[config.mk]
export PLATFORM = sky130hd
export DESIGN_NAME = ddr3_triple_buffer_read_scheduler_flat
export DESIGN_NICKNAME = d
export VERILOG_FILES = /design/src/rtl/ddr3_triple_buffer_read_scheduler_pkg.sv /design/src/rtl/ddr3_triple_buffer_read_scheduler_if.sv /design/src/rtl/ddr3_triple_buffer_read_scheduler_triple_buffer_ctrl.sv /design/src/rtl/ddr3_triple_buffer_read_scheduler.sv /design/src/flat_wrapper.sv
export SDC_FILE = /design/constraint.sdc
export NUM_CORES = 1
export LEC_CHECK = 0
export BUFFER_PORTS_ARGS = -buffer_cell sky130_fd_sc_hd__buf_2
export CAP_MARGIN = 20
export CORE_MARGIN = 3
export CORE_UTILIZATION = 50
export CTS_CLUSTER_SIZE = 20
export DETAILED_ROUTE_END_ITERATION = 7
export GPL_TIMING_DRIVEN = 0
export PLACE_DENSITY = 0.84
export SETUP_SLACK_MARGIN = 0.4
export SLEW_MARGIN = 20
export SYNTH_ARGS = -nofsm -noshare
export SYNTH_HDL_FRONTEND = slang
export SYNTH_SLANG_ARGS = --single-unit
[constraint.sdc]
create_clock -name ddr3clk -period 4.22 [get_ports ddr3clk]
set_clock_uncertainty 0.15 [all_clocks]
set_input_delay 0.422 -clock ddr3clk [delete_from_list [all_inputs] [get_ports ddr3clk]]
set_output_delay 0.422 -clock ddr3clk [all_outputs]
set_load 0.01 [all_outputs]
[src/rtl/ddr3_triple_buffer_read_scheduler_pkg.sv]
// Shared types and constants for the DDR3 triple-buffer read scheduler.
//   state_t   : scheduler FSM states
//   buf_idx_t : index of one of the three frame buffers
//   addr_t    : 27-bit DDR3 word address
//   cmd_t     : start command {third_index[1:0], address[26:0]}
//   THIRD_*   : third index values carried in cmd_t[28:27]
package ddr3_sched_pkg;

  typedef enum logic [1:0] {
    ST_IDLE      = 2'd0,
    ST_ISSUE     = 2'd1,
    ST_WAIT_DONE = 2'd2
  } state_t;

  typedef logic [1:0]  buf_idx_t;
  typedef logic [26:0] addr_t;
  typedef logic [28:0] cmd_t;

  localparam logic [1:0] THIRD_LEFT   = 2'd0;
  localparam logic [1:0] THIRD_CENTER = 2'd1;
  localparam logic [1:0] THIRD_RIGHT  = 2'd2;

endpackage

[src/rtl/ddr3_triple_buffer_read_scheduler_if.sv]
// Start-command handshake between the read scheduler and the grayscale
// DDR3 reader.
//   start_data  : {third_index, word address}, scheduler -> reader
//   start_valid : command valid, scheduler -> reader
//   start_ready : one-cycle accept pulse, reader -> scheduler
// master = scheduler side, slave = reader side.
interface ddr3_triple_buffer_read_scheduler_if;
  import ddr3_sched_pkg::*;

  cmd_t start_data;
  logic start_valid;
  logic start_ready;

  modport master (output start_data, output start_valid, input start_ready);
  modport slave  (input start_data, input start_valid, output start_ready);

endinterface

[src/rtl/ddr3_triple_buffer_read_scheduler_triple_buffer_ctrl.sv]
// Triple-buffer role bookkeeping. Tracks which buffer is being written (W),
// which holds the most recent completed frame (L) and which is protected
// for reading (R). The three roles always form a permutation of {0,1,2}.
//   clk, rst_n : clock, asynchronous active-low reset
//   wr_done    : writer finished buffer W
//   rd_start   : a frame read is starting now
//   w_idx/r_idx   : registered write / read buffer indices
//   w_next/r_next : indices that take effect on the next edge
//   ever       : at least one frame has been completed
module triple_buffer_ctrl
  import ddr3_sched_pkg::*;
(
  input  logic     clk,
  input  logic     rst_n,
  input  logic     wr_done,
  input  logic     rd_start,
  output buf_idx_t w_idx,
  output buf_idx_t r_idx,
  output buf_idx_t w_next,
  output buf_idx_t r_next,
  output logic     ever
);

  buf_idx_t w_q, l_q, r_q;
  buf_idx_t w_n, l_n, r_n;
  logic     fresh_q, fresh_n;
  logic     ever_q, ever_n;

  always_comb begin
    w_n     = w_q;
    l_n     = l_q;
    r_n     = r_q;
    fresh_n = fresh_q;
    ever_n  = ever_q;
    if (wr_done && rd_start) begin
      // The just-finished buffer goes straight to the reader; the old
      // read buffer becomes "latest" (already consumed) and the writer
      // takes the old latest.
      r_n     = w_q;
      l_n     = r_q;
      w_n     = l_q;
      fresh_n = 1'b0;
      ever_n  = 1'b1;
    end else if (wr_done) begin
      w_n     = l_q;
      l_n     = w_q;
      fresh_n = 1'b1;
      ever_n  = 1'b1;
    end else if (rd_start && fresh_q) begin
      // Without a fresh frame R is kept, so the previous frame repeats.
      r_n     = l_q;
      l_n     = r_q;
      fresh_n = 1'b0;
    end
  end

  always_ff @(posedge clk or negedge rst_n) begin
    if (!rst_n) begin
      w_q     <= 2'd0;
      l_q     <= 2'd1;
      r_q     <= 2'd2;
      fresh_q <= 1'b0;
      ever_q  <= 1'b0;
    end else begin
      w_q     <= w_n;
      l_q     <= l_n;
      r_q     <= r_n;
      fresh_q <= fresh_n;
      ever_q  <= ever_n;
    end
  end

  assign w_idx  = w_q;
  assign r_idx  = r_q;
  assign w_next = w_n;
  assign r_next = r_n;
  assign ever   = ever_q;

endmodule

[src/rtl/ddr3_triple_buffer_read_scheduler.sv]
// Whole-frame read scheduler for the DDR3 frame store. Issues the three
// per-third start commands (left, center, right) to the reader, one at a
// time, and arbitrates the three frame buffers with the camera writer.
//   ddr3clk, ddr3clk_reset_n : clock, asynchronous active-low reset
//   frame_req     : downstream frame request pulse
//   wr_frame_done : writer finished buffer wr_buf_index
//   wr_buf_index, wr_buf_base : buffer the writer fills next and its base
//   rd_third_done : reader returned the last beat of the current third
//   rd_cmd        : start_data/start_valid/start_ready to the reader
//   rd_buf_index  : buffer protected for reading
//   busy          : frame read in progress
//   overrun_count : saturating count of dropped frame requests
module ddr3_triple_buffer_read_scheduler
  import ddr3_sched_pkg::*;
#(
  parameter addr_t buf_base0     = 27'd0,
  parameter addr_t buf_stride    = 27'd32768,
  parameter addr_t third0_offset = 27'd0,
  parameter addr_t center_offset = 27'd15,
  parameter addr_t third2_offset = 27'd33
) (
  input  logic     ddr3clk,
  input  logic     ddr3clk_reset_n,
  input  logic     frame_req,
  input  logic     wr_frame_done,
  output buf_idx_t wr_buf_index,
  output addr_t    wr_buf_base,
  input  logic     rd_third_done,
  ddr3_triple_buffer_read_scheduler_if.master rd_cmd,
  output buf_idx_t rd_buf_index,
  output logic     busy,
  output logic [7:0] overrun_count
);

  // Address sums wrap modulo 2^27 by construction of addr_t.
  function automatic addr_t buf_addr(input buf_idx_t idx);
    case (idx)
      2'd0:    return buf_base0;
      2'd1:    return buf_base0 + buf_stride;
      default: return buf_base0 + {buf_stride[25:0], 1'b0};
    endcase
  endfunction

  function automatic addr_t offset_of(input logic [1:0] third_idx);
    case (third_idx)
      THIRD_LEFT:   return third0_offset;
      THIRD_CENTER: return center_offset;
      default:      return third2_offset;
    endcase
  endfunction

  state_t     state;
  logic [1:0] third;
  logic [1:0] third_nx;
  logic       pending;
  logic       rd_start;
  logic       start_valid_q;
  cmd_t       start_data_q;
  addr_t      wr_buf_base_q;
  buf_idx_t   w_idx, r_idx, w_next, r_next;
  logic       ever;

  triple_buffer_ctrl u_ctrl (
    .clk      (ddr3clk),
    .rst_n    (ddr3clk_reset_n),
    .wr_done  (wr_frame_done),
    .rd_start (rd_start),
    .w_idx    (w_idx),
    .r_idx    (r_idx),
    .w_next   (w_next),
    .r_next   (r_next),
    .ever     (ever)
  );

  // A read can start only once a frame exists, counting one that
  // completes in this very cycle.
  assign rd_start = (state == ST_IDLE) && (frame_req || pending) &&
                    (ever || wr_frame_done);
  assign third_nx = third + 2'd1;

  always_ff @(posedge ddr3clk or negedge ddr3clk_reset_n) begin
    if (!ddr3clk_reset_n) begin
      state         <= ST_IDLE;
      third         <= THIRD_LEFT;
      pending       <= 1'b0;
      start_valid_q <= 1'b0;
      start_data_q  <= '0;
      busy          <= 1'b0;
      overrun_count <= 8'd0;
    end else begin
      // One-deep request queue while a frame is in flight.
      if (state != ST_IDLE && frame_req) begin
        if (pending) begin
          if (overrun_count != 8'hFF) overrun_count <= overrun_count + 8'd1;
        end else begin
          pending <= 1'b1;
        end
      end

      case (state)
        ST_IDLE: begin
          if (frame_req || pending) begin
            pending <= 1'b0;
            if (rd_start) begin
              third         <= THIRD_LEFT;
              state         <= ST_ISSUE;
              busy          <= 1'b1;
              start_valid_q <= 1'b1;
              start_data_q  <= {THIRD_LEFT, buf_addr(r_next) + offset_of(THIRD_LEFT)};
            end
          end
        end
        ST_ISSUE: begin
          if (rd_cmd.start_ready) begin
            start_valid_q <= 1'b0;
            state         <= ST_WAIT_DONE;
          end
        end
        ST_WAIT_DONE: begin
          if (rd_third_done) begin
            if (third == THIRD_RIGHT) begin
              state <= ST_IDLE;
              busy  <= 1'b0;
            end else begin
              third         <= third_nx;
              state         <= ST_ISSUE;
              start_valid_q <= 1'b1;
              start_data_q  <= {third_nx, buf_addr(r_idx) + offset_of(third_nx)};
            end
          end
        end
        default: begin
          state         <= ST_IDLE;
          busy          <= 1'b0;
          start_valid_q <= 1'b0;
        end
      endcase
    end
  end

  // Base tracks the write index that takes effect on the same edge.
  always_ff @(posedge ddr3clk or negedge ddr3clk_reset_n) begin
    if (!ddr3clk_reset_n) begin
      wr_buf_base_q <= buf_base0;
    end else begin
      wr_buf_base_q <= buf_addr(w_next);
    end
  end

  assign rd_cmd.start_valid = start_valid_q;
  assign rd_cmd.start_data  = start_data_q;
  assign wr_buf_index       = w_idx;
  assign wr_buf_base        = wr_buf_base_q;
  assign rd_buf_index       = r_idx;

endmodule

[src/flat_wrapper.sv]
// flat-port wrapper written by rule: the top's interface ports become plain ports
module ddr3_triple_buffer_read_scheduler_flat import ddr3_sched_pkg::*;
#(
  parameter addr_t buf_base0     = 27'd0,
  parameter addr_t buf_stride    = 27'd32768,
  parameter addr_t third0_offset = 27'd0,
  parameter addr_t center_offset = 27'd15,
  parameter addr_t third2_offset = 27'd33
)
  (ddr3clk, ddr3clk_reset_n, frame_req, wr_frame_done, wr_buf_index, wr_buf_base, rd_third_done, rd_buf_index, busy, overrun_count, rd_cmd_start_data, rd_cmd_start_valid, rd_cmd_start_ready);
  ddr3_triple_buffer_read_scheduler_if rd_cmd_i ();
  input  logic ddr3clk;
  input  logic ddr3clk_reset_n;
  input  logic frame_req;
  input  logic wr_frame_done;
  output buf_idx_t wr_buf_index;
  output addr_t wr_buf_base;
  input  logic rd_third_done;
  output buf_idx_t rd_buf_index;
  output logic busy;
  output logic [7:0] overrun_count;
  output wire logic [$bits(rd_cmd_i.start_data)-1:0] rd_cmd_start_data;
  output wire logic [$bits(rd_cmd_i.start_valid)-1:0] rd_cmd_start_valid;
  input wire logic [$bits(rd_cmd_i.start_ready)-1:0] rd_cmd_start_ready;
  assign rd_cmd_start_data = rd_cmd_i.start_data;
  assign rd_cmd_start_valid = rd_cmd_i.start_valid;
  assign rd_cmd_i.start_ready = rd_cmd_start_ready;
  ddr3_triple_buffer_read_scheduler #(.buf_base0(buf_base0), .buf_stride(buf_stride), .third0_offset(third0_offset), .center_offset(center_offset), .third2_offset(third2_offset)) u_core (.ddr3clk(ddr3clk), .ddr3clk_reset_n(ddr3clk_reset_n), .frame_req(frame_req), .wr_frame_done(wr_frame_done), .wr_buf_index(wr_buf_index), .wr_buf_base(wr_buf_base), .rd_third_done(rd_third_done), .rd_cmd(rd_cmd_i), .rd_buf_index(rd_buf_index), .busy(busy), .overrun_count(overrun_count));
endmodule
==> tab_implementation.tex, run 1 <==
\begin{tabular}{lr}
\hline
Metric & Value \\
\hline
\multicolumn{2}{l}{\textbf{Synth}} \\
\quad Portion of netlist area occupied by mux cells & 4.47\% \\
\quad Main area contributors after synthesis & sky130\_fd\_sc\_hd\_\_dfrtp\_1 38\%, sky130\_fd\_sc\_hd\_\_buf\_4 22\%, sky130\_fd\_sc\_hd\_\_mux2\_2 3.3\%, sky130\_fd\_sc\_hd\_\_nor2\_1 3.3\%, sky130\_fd\_sc\_hd\_\_dfstp\_2 3.1\% \\
\quad Sequential share of the synthesized area & 41.2\% \\
\quad Fraction of registers with async set/reset & 100\% \\
\quad Largest area contributor in the synthesized netlist & sky130\_fd\_sc\_hd\_\_dfrtp\_1 \\
\quad Library cells used by synthesis & 38 \\
\quad Simple-gate share of the synthesized area & around 13\% \\
\quad Synth Area per Inst & 9.87 µm² \\
\quad Cells after synthesis & 173 \\
\quad Arithmetic-cell share of the synthesized area counting full adders, half adders and majority gates & 2.93\% \\
\quad FF+latch count, synth & 28 \\
\quad Portion of synthesized cell area occupied by the leading cell type & 38.1\% \\
\quad Combinational family with the most area after synthesis & buffers and inverters \\
\quad Synthesized-area fraction occupied by ao, oa, aoi and oai cells & 10.2\% \\
\quad Most used DFF post-synth & sky130\_fd\_sc\_hd\_\_dfrtp\_1 \\
\quad Netlist area before placement & $\sim$1700 µm² \\
\quad XOR/XNOR Fraction of Synth Area & between 3 and 4\% \\
\quad EDFF count, synth & 0 \\
\quad Count of yosys warnings during synthesis & 0 \\
\multicolumn{2}{l}{\textbf{Clock network}} \\
\quad Post CTS Setup Buffer Count & 0 \\
\quad CTS clock-pin slew for the worst setup and hold paths & 140 ps \\
\quad Clock root buffer master & sky130\_fd\_sc\_hd\_\_clkbuf\_4 \\
\quad CTS tree & yes \\
\quad Num Clock Sinks & 28 \\
\quad Buffers from clock root to sink, at most & 2 \\
\quad Deepest level of the CTS H-tree & 1 \\
\quad Clock insertion delay at the later pin of the skew report & 310 ps \\
\quad TritonCTS buffer count & 3 \\
\multicolumn{2}{l}{\textbf{Cells and area}} \\
\quad Count of antenna diodes in the layout & 0 \\
\quad Area added between synthesis and finish & 24.1\% \\
\quad Post-route core utilization & 67.2\% \\
\quad Fraction of layout instances using a drive strength above 1 & 39.8\% \\
\quad Final std cell area, no fill & 2120 µm² \\
\quad Nets@finish & 262 \\
\quad Filler cell count & 300 \\
\multicolumn{2}{l}{\textbf{Hold path}} \\
\quad Class of the most critical hold timing path & input pin to flip-flop \\
\quad Number of instances on the worst hold path & 2 \\
\multicolumn{2}{l}{\textbf{Critical path}} \\
\quad Crit path kind & flip-flop to flip-flop \\
\quad CP Capture Type & flip-flop \\
\quad Critical Path Stages & 7 \\
\quad Capturing instance or port of the critical path & u\_core.overrun\_count[7]\$\_DFFE\_PN0P\_ \\
\quad Startpoint of the worst setup timing path & u\_core.overrun\_count[0]\$\_DFFE\_PN0P\_ \\
\quad Capture instance of the worst register-to-register path & u\_core.overrun\_count[7]\$\_DFFE\_PN0P\_ \\
\quad Buffers plus inverters on the worst setup path & 1 \\
\quad CP Data Arrival Time & roughly 2200 ps \\
\quad Stage delay of the slowest cell on the critical path & 450 ps \\
\quad Family with the most delay on the worst path & simple AND/OR/NAND/NOR gates \\
\quad Worst setup SP type & flip-flop \\
\quad Launch instance of the worst register-to-register path & u\_core.overrun\_count[0]\$\_DFFE\_PN0P\_ \\
\quad Cell-by-cell trace of the critical path & ha\_1 > nand2\_1 > nor2\_1 > a311o\_1 > clkbuf\_1 > nor4\_1 > xor2\_1 \\
\quad Crit path max-delay cell type & sky130\_fd\_sc\_hd\_\_dfrtp\_1 \\
\quad Minimum setup slack among reg-to-reg paths & 2130 ps \\
\quad Worst path required time & around 4300 ps \\
\quad Register-to-Register Path Depth & 7 \\
\quad CP Max Fanout & 8 \\
\multicolumn{2}{l}{\textbf{Placed design}} \\
\quad Count of port buffers added during placement & 29 \\
\quad Total cell area at the placement stage & 2070 µm² \\
\quad Post-detail-place hpwl & around 2300 µm \\
\quad Routability Congestion & 0.791 \\
\quad Setup slack at placement & 2070 ps \\
\multicolumn{2}{l}{\textbf{Run status}} \\
\quad Outcome & finished clean \\
\multicolumn{2}{l}{\textbf{STA}} \\
\quad Period Utilization, post-route & roughly half \\
\quad Setup Viol. Count Final & 0 \\
\quad Crit path time final & 2090 ps \\
\quad Number of hold violations in the final report & 0 \\
\quad Worst slew pin tran & 608 ps \\
\quad Number of pins exceeding their max-slew limit in the final report & 0 \\
\quad Setup Total Neg Slack & 0 ps \\
\quad PnR worst setup slack & 2130 ps \\
\quad RSZ-0062 raised after global routing & false \\
\quad Max transition margin & 59.5\% \\
\quad Highest achievable clock rate & 479 MHz \\
\multicolumn{2}{l}{\textbf{Die}} \\
\quad Initial core utilization & 54.2\% \\
\quad Floorplan die height & 64.4 µm \\
\quad Full die area & 4150 µm² \\
\quad Chip Width & 64.4 µm \\
\quad Cell Rows & 20 \\
\quad Total core area & 3150 µm² \\
\quad Top Ports & 76 \\
\multicolumn{2}{l}{\textbf{GRT}} \\
\quad Antenna violations before repair & 0 \\
\quad Grt ovf & 0 \\
\quad Aggregate global-route resource usage & 14.2\% \\
\quad Largest net degree at the start of global routing & 29 \\
\quad Via count of the first global-routing pass & 1,096 \\
\quad First-pass GRT wire length & $\sim$4800 µm \\
\multicolumn{2}{l}{\textbf{Power and ir drop}} \\
\quad Ratio of total power to cell area & 567 nW/µm² \\
\quad Highest ir drop seen on vdd & 0.000280 V \\
\quad Leakage power figure & $\sim$1.2 nW \\
\multicolumn{2}{l}{\textbf{Routing}} \\
\quad Average via count per standard cell & 4.22 \\
\quad Remaining number of nets flagged by the antenna check after routing & 0 \\
\quad Detailed-route wire length & between 2000 and 3000 µm \\
\quad First-pass DRT Iterations & 4 \\
\quad Remaining DRCs & 0 \\
\quad Drt wl/cell & 10.1 µm \\
\quad Number of design-rule violations left by the first detailed-router iteration & 33 \\
\quad Via Count & between 1,000 and 1,500 \\
\multicolumn{2}{l}{\textbf{Flow run}} \\
\quad Max Cap Viol & 0 \\
\hline
\end{tabular}
registers in the layout, summed over array words and instances, names as in the netlist:
| register | flops |
|---|---|
| u_core.busy | 1 |
| u_core.overrun_count | 8 |
| u_core.pending | 1 |
| u_core.rd_cmd.start_data | 5 |
| u_core.rd_cmd.start_valid | 1 |
| u_core.state | 2 |
| u_core.third | 1 |
| u_core.u_ctrl.ever | 1 |
| u_core.u_ctrl.fresh_q | 1 |
| u_core.u_ctrl.l_q | 2 |
| u_core.u_ctrl.r_idx | 2 |
| u_core.u_ctrl.w_idx | 1 |
| u_core.wr_buf_base | 2 |
per-stage QoR:
stage          power (mW)  instances  hold WS [ps]
6_report             1.20        295           117
5_1_grt              1.31        295          98.6
4_1_cts              1.21        295           109
3_5_place_dp         1.08        290           312
3_3_place_gp         1.07        290           310
2_1_floorplan       0.909        217         -23.6
worst reg2reg max path, stage by stage, from the launching register on:
cell                       delay (ps)
sky130_fd_sc_hd__dfrtp_1          450
sky130_fd_sc_hd__ha_1             240
sky130_fd_sc_hd__nand2_1          100
sky130_fd_sc_hd__nor2_1            40
sky130_fd_sc_hd__a311o_1          330
sky130_fd_sc_hd__clkbuf_1         200
sky130_fd_sc_hd__nor4_1           330
sky130_fd_sc_hd__xor2_1           180
area by class of cell:
cell class              count  area (µm²)  share of cell area (%)
clock buffers               4        36.3                    1.71
multi-input cells         130         748                    35.3
repair buffers             30         155                    7.32
inverters                   6        22.5                    1.06
flip-flops and latches     28         703                    33.2
well taps                  44        55.1                    2.60
plain buffers              53         399                    18.8
synthesized netlist by cell type (2+ instances only):
cell / n
sky130_fd_sc_hd__xor2_1: 5
sky130_fd_sc_hd__nand2_1: 6
sky130_fd_sc_hd__a21oi_1: 4
sky130_fd_sc_hd__nand2b_1: 3
sky130_fd_sc_hd__xnor2_1: 2
sky130_fd_sc_hd__o41ai_1: 2
sky130_fd_sc_hd__o22ai_1: 2
sky130_fd_sc_hd__nor4_1: 2
sky130_fd_sc_hd__dfrtp_1: 26
sky130_fd_sc_hd__nor3_1: 2
sky130_fd_sc_hd__a21o_2: 2
sky130_fd_sc_hd__a21o_1: 4
sky130_fd_sc_hd__mux2_2: 5
sky130_fd_sc_hd__buf_4: 49
sky130_fd_sc_hd__ha_1: 4
sky130_fd_sc_hd__buf_6: 2
sky130_fd_sc_hd__inv_1: 6
sky130_fd_sc_hd__dfstp_2: 2
sky130_fd_sc_hd__nand3_1: 6
sky130_fd_sc_hd__o21ai_0: 5
sky130_fd_sc_hd__mux2i_1: 2
sky130_fd_sc_hd__or2_2: 2
sky130_fd_sc_hd__nor2_1: 15
cells in the final DEF (no fill, tap or decap), drive strengths merged, types with 5 or more instances in the layout:
master / n
a21o: 6
buf: 81
clkbuf: 5
conb: 45
dfrtp: 26
inv: 6
mux2: 5
nand2: 6
nand3: 6
nor2: 15
o21ai: 5
xor2: 5
metal layers:
metal  vias to the layer above  track usage [%]  share of wire, %
li1                        639                -                 -
met1                       552             17.5                41
met2                        49             25.0                50
met3                         4             2.95               8.2
met4                         0             3.96               1.1
met5                         -                0                 0
timing repair:
action                                  in CTS  in global routing
hold buffers                                 1                  0
gates resized for setup                      0                  0
endpoints found under the hold margin       26                  0
endpoints found under the setup margin       0                  0
where the power goes:
part	total (mW)	internal, mW	switching (mW)	leakage, nW
Clock	0.127	0.0527	0.0742	0.0210
Combinational	0.582	0.295	0.288	0.827
Sequential	0.491	0.383	0.108	0.334
Total	1.20	0.730	0.470	1.18
worst min path at each step:
| stage | startpoint | to | slack [ps] |
|---|---|---|---|
| floorplan | ddr3clk_reset_n | u_core.busy$_DFFE_PN0P_ | -20 |
| global placement | ddr3clk_reset_n | u_core.rd_cmd.start_valid$_DFFE_PN0P_ | 310 |
| detailed placement | u_core.rd_cmd.start_valid$_DFFE_PN0P_ | u_core.rd_cmd.start_valid$_DFFE_PN0P_ | 310 |
| CTS | wr_frame_done | u_core.u_ctrl.l_q[0]$_DFFE_PN1P_ | 110 |
| global route | wr_frame_done | u_core.u_ctrl.l_q[0]$_DFFE_PN1P_ | 100 |
| finish | wr_frame_done | u_core.u_ctrl.l_q[0]$_DFFE_PN1P_ | 120 |
kinds of logic (layout without fill, tap and decap cells):
family          Yosys count  after routing
compound gates           24             24
xor+xnor                  7              7
fa+ha+maj                 4              4
buf+inv                  59             93
flops                    28             28
mux                       7              7
other cells               1             45
simple gates             43             43
Power figures use the tool's default switching activity.
==> inputs of run 2 (changes only) <==
--- a/config.mk
+++ b/config.mk
@@ -8,11 +8,11 @@
 export BUFFER_PORTS_ARGS = -buffer_cell sky130_fd_sc_hd__buf_2
 export CAP_MARGIN = 20
 export CORE_MARGIN = 3
-export CORE_UTILIZATION = 50
+export CORE_UTILIZATION = 42
 export CTS_CLUSTER_SIZE = 20
 export DETAILED_ROUTE_END_ITERATION = 7
 export GPL_TIMING_DRIVEN = 0
-export PLACE_DENSITY = 0.84
+export PLACE_DENSITY = 0.75
 export SETUP_SLACK_MARGIN = 0.4
 export SLEW_MARGIN = 20
 export SYNTH_ARGS = -nofsm -noshare
==> constraint.sdc (replaced) <==
create_clock -name ddr3clk -period 1.7 [get_ports ddr3clk]
set_clock_uncertainty 0.15 [all_clocks]
set_input_delay 0.17 -clock ddr3clk [delete_from_list [all_inputs] [get_ports ddr3clk]]
set_output_delay 0.17 -clock ddr3clk [all_outputs]
set_load 0.01 [all_outputs]
==> run 2 against run 1 <==
  * The run now ends with setup timing left
  * Non-clock buffer count rose by 34
  * Setup slack got worse by 2600 ps
  * Register-to-register slack got worse by 2600 ps
  * Sequential cell count did not move
  * Via count rose by 18%
  * Die area rose by 17%
  * Maximum frequency fell by 3.8%
  * Cell count rose by 13%
  * Sequential power rose to 2.5 times the previous value
  * Combinational power rose to 4.8 times the previous value
  * Critical path type unchanged
  * Largest cell class unchanged
==> tab_implementation.tex, run 2 (same netlist as run 1, synthesis figures left out) <==
\begin{tabular}{lr}
\hline
Metric & Value \\
\hline
\multicolumn{2}{l}{\textbf{Critical path}} \\
\quad Crit path kind & flip-flop to flip-flop \\
\quad Startpoint of the worst setup timing path & u\_core.state[0]\$\_DFFE\_PN0P\_ \\
\quad CP Capture Type & flip-flop \\
\quad Worst path required time & 1760 ps \\
\quad CP Data Arrival Time & between 2000 and 2500 ps \\
\quad CP Max Fanout & 3 \\
\quad Launch instance of the worst register-to-register path & u\_core.state[0]\$\_DFFE\_PN0P\_ \\
\quad Worst setup SP type & flip-flop \\
\multicolumn{2}{l}{\textbf{Die}} \\
\quad Top Ports & 76 \\
\quad Chip Width & 69.8 µm \\
\quad Cell Rows & 22 \\
\quad Initial core utilization & between 40\% and 50\% \\
\quad Total core area & 3800 µm² \\
\quad Floorplan die height & 69.8 µm \\
\quad Full die area & $\sim$5000 µm² \\
\multicolumn{2}{l}{\textbf{Power and ir drop}} \\
\quad Highest ir drop seen on vdd & 0.00105 V \\
\quad Overall power after layout & 4.49 mW \\
\quad Share of total power in the clock network & 9.5\% \\
\quad Share of power burned in registers & between 20\% and 30\% \\
\quad Leakage power figure & 1.47 nW \\
\quad Ratio of total power to cell area & 1630 nW/µm² \\
\quad Sw Share & 39.1\% \\
\quad Cell-internal power & 2.73 mW \\
\quad Sw Pwr & 1.76 mW \\
\quad Logic gate share of total power & 62.6\% \\
\multicolumn{2}{l}{\textbf{Cells and area}} \\
\quad Final std cell area, no fill & 2760 µm² \\
\quad Filler cell count & 278 \\
\quad Area added between synthesis and finish & 61.5\% \\
\quad Nets@finish & 296 \\
\quad Commonest cells after routing, fill and taps aside & 69 x sky130\_fd\_sc\_hd\_\_buf\_4, 45 x sky130\_fd\_sc\_hd\_\_conb\_1, 22 x sky130\_fd\_sc\_hd\_\_buf\_2, 22 x sky130\_fd\_sc\_hd\_\_dfrtp\_1, 20 x sky130\_fd\_sc\_hd\_\_buf\_6 \\
\quad Register name with the most flops & u\_core.overrun\_count \\
\quad Leading cell type in the layout, fill and taps excluded & sky130\_fd\_sc\_hd\_\_buf\_4 \\
\quad Count of antenna diodes in the layout & 0 \\
\quad Fraction of layout instances using a drive strength above 1 & 57.2\% \\
\quad Flip-flop count of the largest register after layout & 8 \\
\multicolumn{2}{l}{\textbf{Routing}} \\
\quad Remaining number of nets flagged by the antenna check after routing & 0 \\
\quad First-pass DRT Iterations & 4 \\
\quad Number of design-rule violations left by the first detailed-router iteration & 32 \\
\quad Average via count per standard cell & around 4.4 \\
\quad Drt wl/cell & 12.8 µm \\
\quad Via Count & approximately 1,500 \\
\quad Detailed-route wire length & 4270 µm \\
\quad Remaining DRCs & 0 \\
\multicolumn{2}{l}{\textbf{STA}} \\
\quad Number of pins exceeding their max-slew limit in the final report & 0 \\
\quad RSZ-0062 raised after global routing & true \\
\quad Setup Viol. Count Final & 19 \\
\quad Highest achievable clock rate & 461 MHz \\
\quad Worst slew pin tran & 647 ps \\
\quad Number of hold violations in the final report & 0 \\
\quad Period Utilization, post-route & 128\% \\
\quad Max transition margin & about 57\% \\
\quad Crit path time final & 2170 ps \\
\quad PnR worst setup slack & -469 ps \\
\multicolumn{2}{l}{\textbf{Clock network}} \\
\quad Buffers from clock root to sink, at most & 2 \\
\quad Deepest level of the CTS H-tree & 1 \\
\quad CTS clock-pin slew for the worst setup and hold paths & approximately 100 ps \\
\quad Clock insertion delay at the later pin of the skew report & roughly 280 ps \\
\quad Clock root buffer master & sky130\_fd\_sc\_hd\_\_clkbuf\_8 \\
\quad Num Clock Sinks & 28 \\
\quad TritonCTS buffer count & 3 \\
\quad CTS tree & yes \\
\multicolumn{2}{l}{\textbf{Placed design}} \\
\quad Post-detail-place hpwl & 2330 µm \\
\quad Total cell area at the placement stage & 2140 µm² \\
\quad Routability Congestion & 0.773 \\
\quad Count of port buffers added during placement & 29 \\
\multicolumn{2}{l}{\textbf{GRT}} \\
\quad Aggregate global-route resource usage & approximately 14\% \\
\quad Antenna violations before repair & 0 \\
\quad Largest net degree at the start of global routing & 29 \\
\quad First-pass GRT wire length & 5620 µm \\
\quad Via count of the first global-routing pass & 1,231 \\
\quad Grt ovf & 0 \\
\multicolumn{2}{l}{\textbf{Flow run}} \\
\quad Max Cap Viol & 0 \\
\multicolumn{2}{l}{\textbf{Hold path}} \\
\quad Hold Path Origin & rd\_cmd\_start\_ready \\
\quad Class of the most critical hold timing path & input pin to flip-flop \\
\multicolumn{2}{l}{\textbf{Run status}} \\
\quad Violated checks & setup timing \\
\quad Outcome & finished with violations \\
\hline
\end{tabular}
run 2: cell types whose count changed in the layout (fill, tap and decap cells not counted), sizes merged:
cell         before  now
buf              81  114
clkbuf            5    4
dlygate4sd3       1    3
run 2: worst paths after layout:
check | endpoint | slack [ps] | cells after the start
setup / recovery | u_core.rd_cmd.start_data[15]$_DFFE_PN0P_ | -470 | 5
max in group asynchronous | u_core.wr_buf_base[16]$_DFF_PN0_ | 640 | 2
min in group asynchronous | u_core.rd_cmd.start_valid$_DFFE_PN0P_ | 300 | 2
hold / removal | u_core.state[1]$_DFFE_PN0P_ | 0.2 | 3
hold reg to reg | u_core.busy$_DFFE_PN0P_ | 340 | 1
setup reg to reg | u_core.rd_cmd.start_data[15]$_DFFE_PN0P_ | -470 | 5
run 2: area by class of cell:
| class | instances | area [µm²] | area share, % |
|---|---|---|---|
| well taps | 48 | 60.1 | 2.18 |
| multi-input cells | 130 | 985 | 35.7 |
| flip-flops and latches | 28 | 708 | 25.7 |
| repair buffers | 64 | 497 | 18.0 |
| plain buffers | 53 | 432 | 15.6 |
| clock buffers | 4 | 55.1 | 2.00 |
| inverters | 6 | 22.5 | 0.816 |
run 2: routing by layer:
layer / vias up / GRT usage [%] / wire length, µm
li1: 713 / - / -
met1: 686 / 17.7 / 1670
met2: 59 / 24.3 / 2250
met3: 6 / 2.03 / 253
met4: 0 / 3.83 / 93
met5: - / 0 / 0
run 2: metrics by stage:
step / worst slack, ps / hold WS, ps / setup TNS, ps / instances / utilization, %
after floorplan: -231 / -276 / -573 / 217 / -
after CTS: -273 / -2.66 / -526 / 319 / 65.9
after global routing: -494 / 10.3 / -3720 / 333 / 72.6
final: -469 / 0.158 / -3020 / 333 / 72.6
after global placement: -319 / 74.5 / -1420 / 294 / 56.5
after detailed placement: -336 / 88.5 / -1690 / 294 / 56.5
run 2: power groups by stage:
stage	clock, mW	combinational (mW)	sequential [mW]
3_5_place_dp	0	1.54	1.24
3_3_place_gp	0	1.52	1.22
4_1_cts	0.427	2.13	1.20
2_1_floorplan	0	1.06	1.27
5_1_grt	0.455	2.97	1.28
6_report	0.428	2.81	1.25
run 2: critical path, stage by stage, from the launching register on:
cell	delay, ps
sky130_fd_sc_hd__dfrtp_2	440
sky130_fd_sc_hd__or2_4	280
sky130_fd_sc_hd__o41ai_4	380
sky130_fd_sc_hd__a221oi_4	140
sky130_fd_sc_hd__nor4_1	470
sky130_fd_sc_hd__o32a_1	240
run 2: timing repair:
item / CTS / global route
hold endpoints to repair: 29 / 0
buffers inserted: 18 / 14
hold buffers: 3 / 0
pin swaps: 11 / 7
setup endpoints to repair: 25 / 29
gates resized for setup: 31 / 32
